$ cat config.mk
export PLATFORM = sky130hd
export DESIGN_NAME = queue_rtl
export DESIGN_NICKNAME = d
export VERILOG_FILES = /design/src/rtl/queue_rtl.sv
export SDC_FILE = /design/constraint.sdc
export NUM_CORES = 1
export LEC_CHECK = 0
export CORE_MARGIN = 4
export CORE_UTILIZATION = 30
export CTS_BUF_LIST = sky130_fd_sc_hd__clkbuf_2
export CTS_CLUSTER_DIAMETER = 50
export DETAILED_ROUTE_END_ITERATION = 6
export SYNTH_ARGS = -nofsm -noshare
export SYNTH_HDL_FRONTEND = slang
export SYNTH_SLANG_ARGS = --single-unit
$ cat constraint.sdc
create_clock -name clk -period 3.39 [get_ports clk]
set_input_delay 0.678 -clock clk [delete_from_list [all_inputs] [get_ports clk]]
set_output_delay 0.678 -clock clk [all_outputs]
set_load 0.05 [all_outputs]
$ cat src/rtl/queue_rtl.sv
// Parameterized circular-buffer FIFO with valid/ready on both ends.
// Handshake outputs depend only on registered state; no bypass paths.
module queue_rtl #(
    parameter int p_nbits = 8,
    parameter int p_depth = 4
) (
    input  logic                         clk,
    input  logic                         rst,
    input  logic                         enq_val,
    output logic                         enq_rdy,
    input  logic [p_nbits-1:0]           enq_msg,
    output logic                         deq_val,
    input  logic                         deq_rdy,
    output logic [p_nbits-1:0]           deq_msg,
    output logic [$clog2(p_depth+1)-1:0] count
);

    localparam int CW = $clog2(p_depth + 1);
    localparam int PW = $clog2(p_depth);
    localparam logic [CW-1:0] FULL = CW'(p_depth);

    logic [p_nbits-1:0] storage [p_depth];
    logic [PW-1:0]      wptr;
    logic [PW-1:0]      rptr;
    logic               enq_fire;
    logic               deq_fire;

    assign enq_rdy  = (count != FULL);
    assign deq_val  = (count != '0);
    assign deq_msg  = storage[rptr];
    assign enq_fire = enq_val && enq_rdy;
    assign deq_fire = deq_val && deq_rdy;

    // Power-of-two depth lets the pointers wrap by natural overflow.
    always_ff @(posedge clk or posedge rst) begin
        if (rst) begin
            wptr    <= '0;
            rptr    <= '0;
            count   <= '0;
            storage <= '{default: '0};
        end else begin
            if (enq_fire) begin
                storage[wptr] <= enq_msg;
                wptr          <= wptr + PW'(1);
            end
            if (deq_fire) begin
                rptr <= rptr + PW'(1);
            end
            if (enq_fire && !deq_fire) begin
                count <= count + CW'(1);
            end else if (deq_fire && !enq_fire) begin
                count <= count - CW'(1);
            end
        end
    end

endmodule
==> results.md, run 1 <==
Worst setup path:
- At the worst endpoint, the required time is 2.71 ns.
- The critical path's largest stage delay is 0.72 ns.
- At the worst endpoint, the arrival time is 2.38 ns.
- Along the worst path, the maximum fanout reaches 7.
- The critical register-to-register path startpoint is count[0].
- The cell family contributing the most delay on the critical path is buffers and inverters.
- The worst setup path startpoint is rptr[0].
- The combined buffer and inverter count along the critical path is 2.
- The critical path goes through buf_4 -> mux4_2 -> clkdlybuf4s50_1.
- The kind of critical path is reg2out.
- STA classifies the critical path startpoint as a flop.
- The slowest stage of the critical path belongs to the cell clkdlybuf4s50_1.
- The capturing element type of the critical path is an output pin.

Global routing:
- The number of global-route vias before repair came to 1231.
- Entering global routing, the biggest net connects 40 pins.
- The first global-routing pass estimated 5940 microns of wire.
- The number of antenna violations at the first check in global routing came to 0.
- The global-route total usage across every layer is 0.106.
- Global routing finished with a remaining overflow of 0.

Synthesis:
- The top-area cell type share of the netlist area is 0.547.
- The summed instance area of the synthesized netlist is 1790 sq um.
- The number of flops mapped to enable cells by yosys is 0.
- The synthesized design contains 39 register bits.
- During synthesis, Yosys emitted a total of 0 warnings.
- The cell count after synthesis is 114.
- After synthesis, the mean cell area works out to 15.7 sq um.
- The number of nets in the synthesized netlist is 132.
- The share of the Yosys chip area taken by registers is 0.547.
- The count of cell types in the netlist is 18.
- By area the synthesized netlist is led by dfrtp_1 55%, mux2_2 20%, mux4_2 10%, ha_1 3.5%, xnor2_1 2.0%.
- Ranked by instance count, the synthesized netlist is headed by 39 x dfrtp_1, 32 x mux2_2, 8 x mux4_2.
- The synthesized design spends more area on one cell type than any other, namely dfrtp_1.
- The most numerous cell in the Yosys netlist is dfrtp_1.
- The most used flip-flop cell after synthesis is dfrtp_1.
- The share of flip-flops with an asynchronous set or reset after synthesis is 1.00.

Place:
- OpenSTA, run right after detailed placement, puts the worst setup slack at 0.726 ns.
- The detailed placement HPWL is 2360 microns.
- Buffers placed on the I/O ports in this run total 24.
- At the end of routability-driven placement, the weighted congestion stood at 0.684.

Floorplan:
- The floorplan step defined a die boundary enclosing 7250 sq um.
- The die width is 85.1 microns.
- The die is 85.1 microns tall.
- For this configuration, the core starts out at a cell density of 0.316.
- The core region is 5640 sq um.
- The boundary pin count is 25.
- The cell row count is 27.

Timing:
- Between clock sinks in the finished design, the worst skew comes to 0.0112 ns.
- Once routing completed, OpenROAD measured the worst setup slack at 0.333 ns.
- The final critical-path required period is 3.06 ns.
- The ratio of final minimum period to clock period is 0.902.
- At the pin with the least slew margin, the transition time is 0.587 ns.
- Setup violations remaining at the end of the flow were counted as 0.
- The hold violation count in the final report was 0.
- Based on the critical path, the design can be clocked at up to 0.327 GHz.
- The post-route setup TNS is 0 ns.
- The headroom to the max-slew limit is 0.608.
- The final max-slew violation count was 0.
- Setup repair after global routing left no endpoint under its margin.

Job:
- Max-cap violations in this run came to 0.

CTS:
- Buffers inserted to repair hold after CTS numbered 0.
- The maximum number of buffers from clock root to sink is 2.
- Clock-pin slew was measured on the worst setup and hold paths at 0.18 ns.
- The clock tree from TritonCTS is done.
- The clock reaches the later pin of the worst-skew pair after 0.38 ns.
- The number of buffers added by the clock tree synthesis step is 5.
- In this run, post-CTS repair resized a total of 0 instances.
- CTS built an H-tree with a depth of 2.
- The number of setup buffers added after CTS is 0.
- The number of sinks driven by the clock tree is 39.
- The root buffer cell chosen for the clock tree is clkbuf_2.

Layout:
- The net count of the finished layout is 163.
- The fraction of the core area covered by cells at the end of the flow is 0.383.
- The area growth from synthesis to final layout is 21.1%.
- The number of antenna diodes is 0.
- The fraction of layout cells with a size suffix above 1 is 0.363.

Detailed routing:
- The final layout contains routed wiring with a total length of 3360 microns.
- The routed wire length per instance is 15.4 microns.
- The DRC violation total after the first TritonRoute iteration is 19.
- In the routed layout, each cell is associated on average with a via count of 4.67.
- The number of nets with antenna violations after routing is 0.
- After detailed routing, the number of remaining DRC violations is 0.
- The final route contains 1017 vias.
- The first TritonRoute pass finished after 4 iterations.

Status:
- The run finished with clean final reports.

Min path:
- The worst hold path startpoint is storage[30].
- The worst hold path class is reg2reg.
## through the flow
| step | hold slack, ns | instances | instance area [sq um] |
|---|---|---|---|
| 2_1_floorplan | 0.453 | 114 | 1790 |
| 3_3_place_gp | 0.465 | 210 | 2120 |
| 3_5_place_dp | 0.478 | 210 | 2120 |
| 4_1_cts | 0.517 | 218 | 2160 |
| 5_1_grt | 0.555 | 218 | 2160 |
| 6_report | 0.517 | 218 | 2160 |
## logic make-up after synthesis
family,after synthesis,synth area share
and+or+nand+nor,14,0.0470
xor gates and xnor gates,6,0.0294
muxes,42,0.315
buffers and inverters,7,0.0154
DFF,39,0.547
adders and majority gates,6,0.0463
## routing by layer
layer	wire length, microns	global-route usage	share of wire
met2	1690	0.182	0.50
met1	1450	0.125	0.43
met3	170	0.0330	0.051
met5	0	0	0
met4	49	0.0388	0.015
## final cells by class
class	count	area, sq um
Inverter	5	18.8
Sequential cell	39	976
Fill cell	529	3480
Multi-Input combinational cell	68	782
Tap cell	72	90.1
Clock buffer	5	25.0
Clock inverter	3	15.0
Timing Repair Buffer	26	255
## final timing paths
kind                                     to  slack (ns)  cells past startpoint
worst min register to register  storage[30]        0.52                      1
min in group asynchronous       storage[13]        0.67                      3
worst min-delay path            storage[30]        0.52                      1
worst max register to register     count[2]        1.24                      8
worst max-delay path             deq_msg[5]        0.33                      3
max in group asynchronous       storage[23]        2.37                      3
## layout by cell type, fill, tap and decap left out, types with 2 or more instances in the layout
| cell type | instances |
|---|---|
| dfrtp_1 | 39 |
| buf_4 | 2 |
| mux2_1 | 2 |
| xnor2_1 | 4 |
| clkinv_1 | 2 |
| ha_1 | 5 |
| clkbuf_2 | 5 |
| xor2_1 | 2 |
| mux4_2 | 8 |
| mux2_2 | 32 |
| nand2_1 | 5 |
| nor2_2 | 4 |
| clkdlybuf4s50_1 | 24 |
| inv_1 | 5 |
## state kept, by name, summed over array words and instances (netlist names)
register and flops:
count 3, rptr 2, storage 32, wptr 2
Power of run 1 is not shown: default switching activity piles up to over one toggle a cycle in this logic, so the estimate is an artifact.
==> inputs of run 2 (changes only) <==
==> constraint.sdc (replaced) <==
create_clock -name clk -period 3.39 [get_ports clk]
set_input_delay 0.339 -clock clk [delete_from_list [all_inputs] [get_ports clk]]
set_output_delay 0.339 -clock clk [all_outputs]
set_load 0.05 [all_outputs]
==> run 2 against run 1 <==
Global-route usage is 0.054 points lower. Non-clock buffer count is 1 lower. Die area stayed put. Register-to-register slack worse by 0.02 ns. Clock-buffer cell count is 2 higher. First-iteration DRC count is 32% lower. Cell count is 0.46% lower. Via count is 0.49% lower. Sequential share of layout area is 0.16 points higher. Core utilization is 0.13 points lower. Clock skew is 0.0033 ns higher. Critical path depth is 1 lower. Critical path type unchanged.
==> results.md, run 2 (synthesis results as in run 1) <==
CTS:
- The source-to-sink clock delay at the later pin of the worst-skew pair is 0.38 ns (about the same).
- The clock tree from TritonCTS is done.
- The maximum number of buffers from clock root to sink is 2 (unchanged).
- The deepest level of the CTS H-tree is 2 (unchanged).
- The number of gates resized after cts was 0 (unchanged).
- The buffer type at the clock tree root is clkbuf_2.
- The number of sinks driven by the clock tree is 39 (unchanged).
- The number of buffers added to fix hold violations after cts was 0 (unchanged).
- The number of buffers added by the clock tree synthesis step is 5 (unchanged).
- The clock transition time at the flip-flop clock pins of the worst setup and hold paths was 0.19 ns (about the same).
- The post-CTS setup buffer count is 0 (unchanged).

Timing:
- The maximum achievable frequency is 0.354 GHz (+8.1%).
- The slew at the pin closest to its max-slew limit is 0.635 ns (+0.0482 ns).
- The post-route setup TNS is 0 ns (unchanged).
- The worst clock skew on the final layout is 0.0145 ns (+0.00330 ns).
- Setup repair after global routing left no endpoint under its margin.
- The setup-violating endpoint count in the final report is 0 (unchanged).
- The headroom to the max-slew limit was 0.576 (-0.0317).
- The ratio of final minimum period to clock period is 0.834 (-0.0673).
- The hold violation count in the final report is 0 (unchanged).
- The final critical-path required period is 2.83 ns (-0.228 ns).
- The final max-slew violation count is 0 (unchanged).
- The post-route worst hold slack is 0.334 ns (-0.183 ns).

Layout:
- The number of antenna diodes was 0 (unchanged).
- The register with the most flip-flops in the final layout is storage.
- The fraction of layout cells with a size suffix above 1 was 0.372 (+0.00940).
- The number of flip-flops in the largest register came to 32 (unchanged).
- The fraction of the core area covered by cells at the end of the flow came to 0.382 (-0.00133).
- In the layout the commonest cells are 39 x dfrtp_1, 32 x mux2_2, 24 x clkdlybuf4s50_1.
- The net count of the finished layout was 162 (-0.61%).
- The post-layout instance count excluding filler cells is 217 (-0.46%).
- The area growth from synthesis to final layout is 20.7%.
- The total of fill cells in the finished design came to 524 (-0.95%).
- The commonest non-fill, non-tap cell in the layout is dfrtp_1.
- In the final layout, the registers with the most flip-flops are storage (32), count (3).

Worst setup path:
- The startpoint identified for the worst register-to-register timing path is count[0].
- STA classifies the critical path startpoint as a flop.
- STA classifies the critical path endpoint as an output pin.
- In this run the worst setup path begins at rptr[0].
- The worst path required time came to 3.05 ns (+0.34 ns).
- The maximum fanout along the worst path came to 10 (+3).
- The critical path in this run is classified as reg2out.
- The signal arrival time at the worst endpoint was 2.49 ns (+0.11 ns).

Floorplan:
- The die width was 85.1 microns (unchanged).
- The cell row count is 27 (unchanged).
- The boundary pin count is 25 (unchanged).
- The initial core utilization was 0.316 (unchanged).
- The standard cell core area is 5640 sq um (unchanged).
- The floorplan die height is 85.1 microns (unchanged).
- The full die area was 7250 sq um (unchanged).

Global routing:
- The global-route total usage across every layer is 0.106 (-0.000536).
- The number of global-route vias before repair is 1157 (-6.0%).
- The maximum number of pins on one net before global-route repair was 40 (unchanged).
- The first-pass GRT wire length came to 5870 microns (-1.3%).
- The number of antenna violations at the first check in global routing is 0 (unchanged).
- The overall overflow remaining after global route is 0 (unchanged).

Detailed routing:
- The detailed-route via count is 1012 (-0.49%).
- The number of nets with antenna violations after routing is 0 (unchanged).
- The DRC violation total after the first TritonRoute iteration came to 13 (-6).
- The number of search-and-repair iterations in the first detailed-routing pass is 3 (-1).
- The routed wire length per instance is 15.7 microns (+1.8%).
- The wire length after detailed routing came to 3410 microns (+1.4%).
- The number of remaining DRC errors was 0 (unchanged).
- The via density per instance is 4.66 (about the same).

Place:
- The count of placed standard cells including taps is 209 (-0.48%).
- The detailed placement HPWL is 2390 microns (+1.4%).
- The final weighted congestion in routability-driven placement is 0.661 (-3.4%).
- The number of buffer cells added on primary ports is 24 (unchanged).

Job:
- The number of maximum-capacitance constraint violations was 0 (unchanged).

Status:
- The run finished with clean final reports.

Min path:
- The worst hold path class is in2async.
==> run 2: final timing paths <==
check,to,slack (ns),cells after the start
min,count[1],0.33,3
min in group clk,storage[31],0.51,1
max in group asynchronous,storage[25],2.70,3
min reg2reg,storage[31],0.51,1
max,deq_msg[5],0.56,2
max reg2reg,count[2],1.22,8
==> run 2: critical path, cell delays in order, from the launching register on <==
cell	delay [ns]
dfrtp_1	0.79
mux4_2	0.59
clkdlybuf4s50_1	0.73
==> run 2: cell type report <==
| class | instances | area [sq um] | share of cell area |
|---|---|---|---|
| tap | 72 | 90.1 | 0.0418 |
| clock inverter | 1 | 5.00 | 0.00232 |
| timing repair buffer | 25 | 248 | 0.115 |
| inverter | 5 | 18.8 | 0.00871 |
| sequential | 39 | 976 | 0.453 |
| clock buffer | 7 | 35.0 | 0.0163 |
| multi-input combinational | 68 | 782 | 0.363 |
==> run 2: metrics by stage <==
stage / instance area (sq um) / worst slack (ns)
2_1_floorplan: 1790 / 0.839
3_3_place_gp: 2110 / 0.968
3_5_place_dp: 2110 / 0.982
4_1_cts: 2150 / 0.485
5_1_grt: 2150 / 0.384
6_report: 2150 / 0.562
==> run 2: metal layers <==
metal | vias up | wire (microns) | track usage
li1 | 470 | - | -
met1 | 513 | 1490 | 0.127
met2 | 22 | 1680 | 0.171
met3 | 7 | 177 | 0.0369
met4 | 0 | 56 | 0.0460
met5 | - | 0 | 0
Power of run 2 is left out for the same reason.
==> edit: new RTL, config.mk and constraints of run 2 <==
The parameter `p_depth` goes from 4 to 8.
--- a/src/rtl/queue_rtl.sv
+++ b/src/rtl/queue_rtl.sv
@@ -4,3 +4,3 @@
     parameter int p_nbits = 8,
-    parameter int p_depth = 4
+    parameter int p_depth = 8
 ) (
Ports: changed (resized count); port bits go from 25 to 26. No check against the original RTL was run, so the function may have changed too.
==> edit against run 2 <==
Register-to-register slack worse by 0.66 ns; sequential cell count grew 35; first-iteration DRC count grew 140%; routed wire length is 110% higher; cell count grew 87%; synthesized area up 100%; via count up 98%; clock skew increased by 0.020 ns; final area is 91% higher; largest cell class unchanged; critical path type unchanged; setup slack got worse by 0.32 ns; core utilization shrank 2.5 points.
==> edit: results (changes against run 2) <==
status: finished clean
xor and xnor area share after synthesis: 1.47% (-1.5 points)
synth cell count leaders: dfrtp_1, mux2_2, mux2_4, mux4_2, xnor2_1
GR Util All Layers: 11.5% (+0.89 points)
Num CTS Buffers: 9 (+4)
Syn Nets: 240 (+82%)
Final Net Count: 276 (+70%)
Met3 Wirelength: 175 um (-1.1%)
Synth Area in Adders: 2.31% (-2.3 points)
final std cells w/o fill: 405 (+87%)
complex-gate fraction of the synthesized area: 0.982% (+0.98 points)
register area share after synthesis: 51.9% (-2.7 points)
Clock Tree Root: clkbuf_2
internal cell power: 2.71 mW
largest net degree at the start of global routing: 36 (-10%)
First DRT Iteration DRCs: 31 (+18)
Combinational Power Share: 54.2%
fraction of synthesized area in multiplexers: 35.7% (+4.2 points)
vias in the first global route: 2160 (+87%)
DP Area: 4030 sq um (+91%)
share of cells above drive strength 1: 45.8% (+8.6 points)
I/O Buffers: 25 (+4.2%)
dpl hpwl: 4800 um (+100%)
RD Place Congestion: 0.689 (+4.3%)
Warnings, synthesis: 0 (unchanged)
maximum VDD drop: 0.464 mV
post-route clock skew: 0.0343 ns (+0.0198 ns)
first-pass GRT wire length: 11800 um (+100%)
final WL: 7090 um (+110%)
Detail Route met2 WL: 3380 um (+100%)
wl on met1: 3430 um (+130%)
via count: 1999 (+98%)
H-Tree Depth: 3 (+1)
slowest CP cell: clkdlybuf4s50_1
synth top area cells: dfrtp_1, mux2_2, mux4_2
Worst EP arrival: 2.81 ns (+0.32 ns)
CTS resizes: 0 (unchanged)
Place WS: 0.554 ns (-0.428 ns)
Worst-path clk slew: 0.21 ns (+0.02 ns)
fillers: 1114 (+110%)
family with the most delay on the worst path: buffers and inverters
Regs by FF count: storage (64), count (4)
Setup Fix Bufs, Post-CTS: 0 (unchanged)
NetSw: 1.75 mW
top sig layer: met4
Tightest Pin Transition: 0.771 ns (+0.135 ns)
placed cell count: 390 (+87%)
Sum Neg Setup Slack: 0 ns (unchanged)
worst-skew pair later-pin latency: 0.48 ns (+0.10 ns)
iteration count of the initial detailed-routing pass: 4 (+1)
GR Util met3: 2.31% (-1.4 points)
critical path fanouts, max: 12 (+2)
crit-path max cell delay: 0.70 ns (-0.09 ns)
grt met2 use: 17.7% (+0.62 points)
Reg area: 1850 sq um (+90%)
met1 Track Usage GR: 16.0% (+3.3 points)
synth unique cells: 33 (+15)
Syn Area/Cell: 16.1 sq um (+2.6%)
Slew Limit Fails: 0 (unchanged)
==> edit: changes by cell type after synthesis, moves of 3 or more <==
cell | before | now
mux4_2 | 8 | 16
dfrtp_1 | 39 | 74
nor2_2 | 4 | 0
mux2_4 | 0 | 16
nand3_1 | 1 | 4
mux2_2 | 32 | 59
==> edit: final timing paths <==
kind | startpoint | depth (start not counted) | slack (ns) | endpoint
hold / removal | rst | 2 | 0.29 | storage[43]
max in group asynchronous | rst | 3 | 2.27 | storage[55]
setup / recovery | rptr[0] | 4 | 0.24 | deq_msg[0]
setup reg to reg | count[0] | 10 | 0.56 | count[3]
min in group clk | deq_rdy | 3 | 0.48 | rptr[2]
hold reg to reg | storage[3] | 1 | 0.52 | storage[3]
==> edit: layout make-up <==
cell class                 count  area share [%]
clock buffer                  11            1.34
sequential                    74            45.1
tap                          143            4.36
clock inverter                 4           0.487
inverter                       4           0.366
timing repair buffer          33            8.16
multi-input combinational    136            40.2
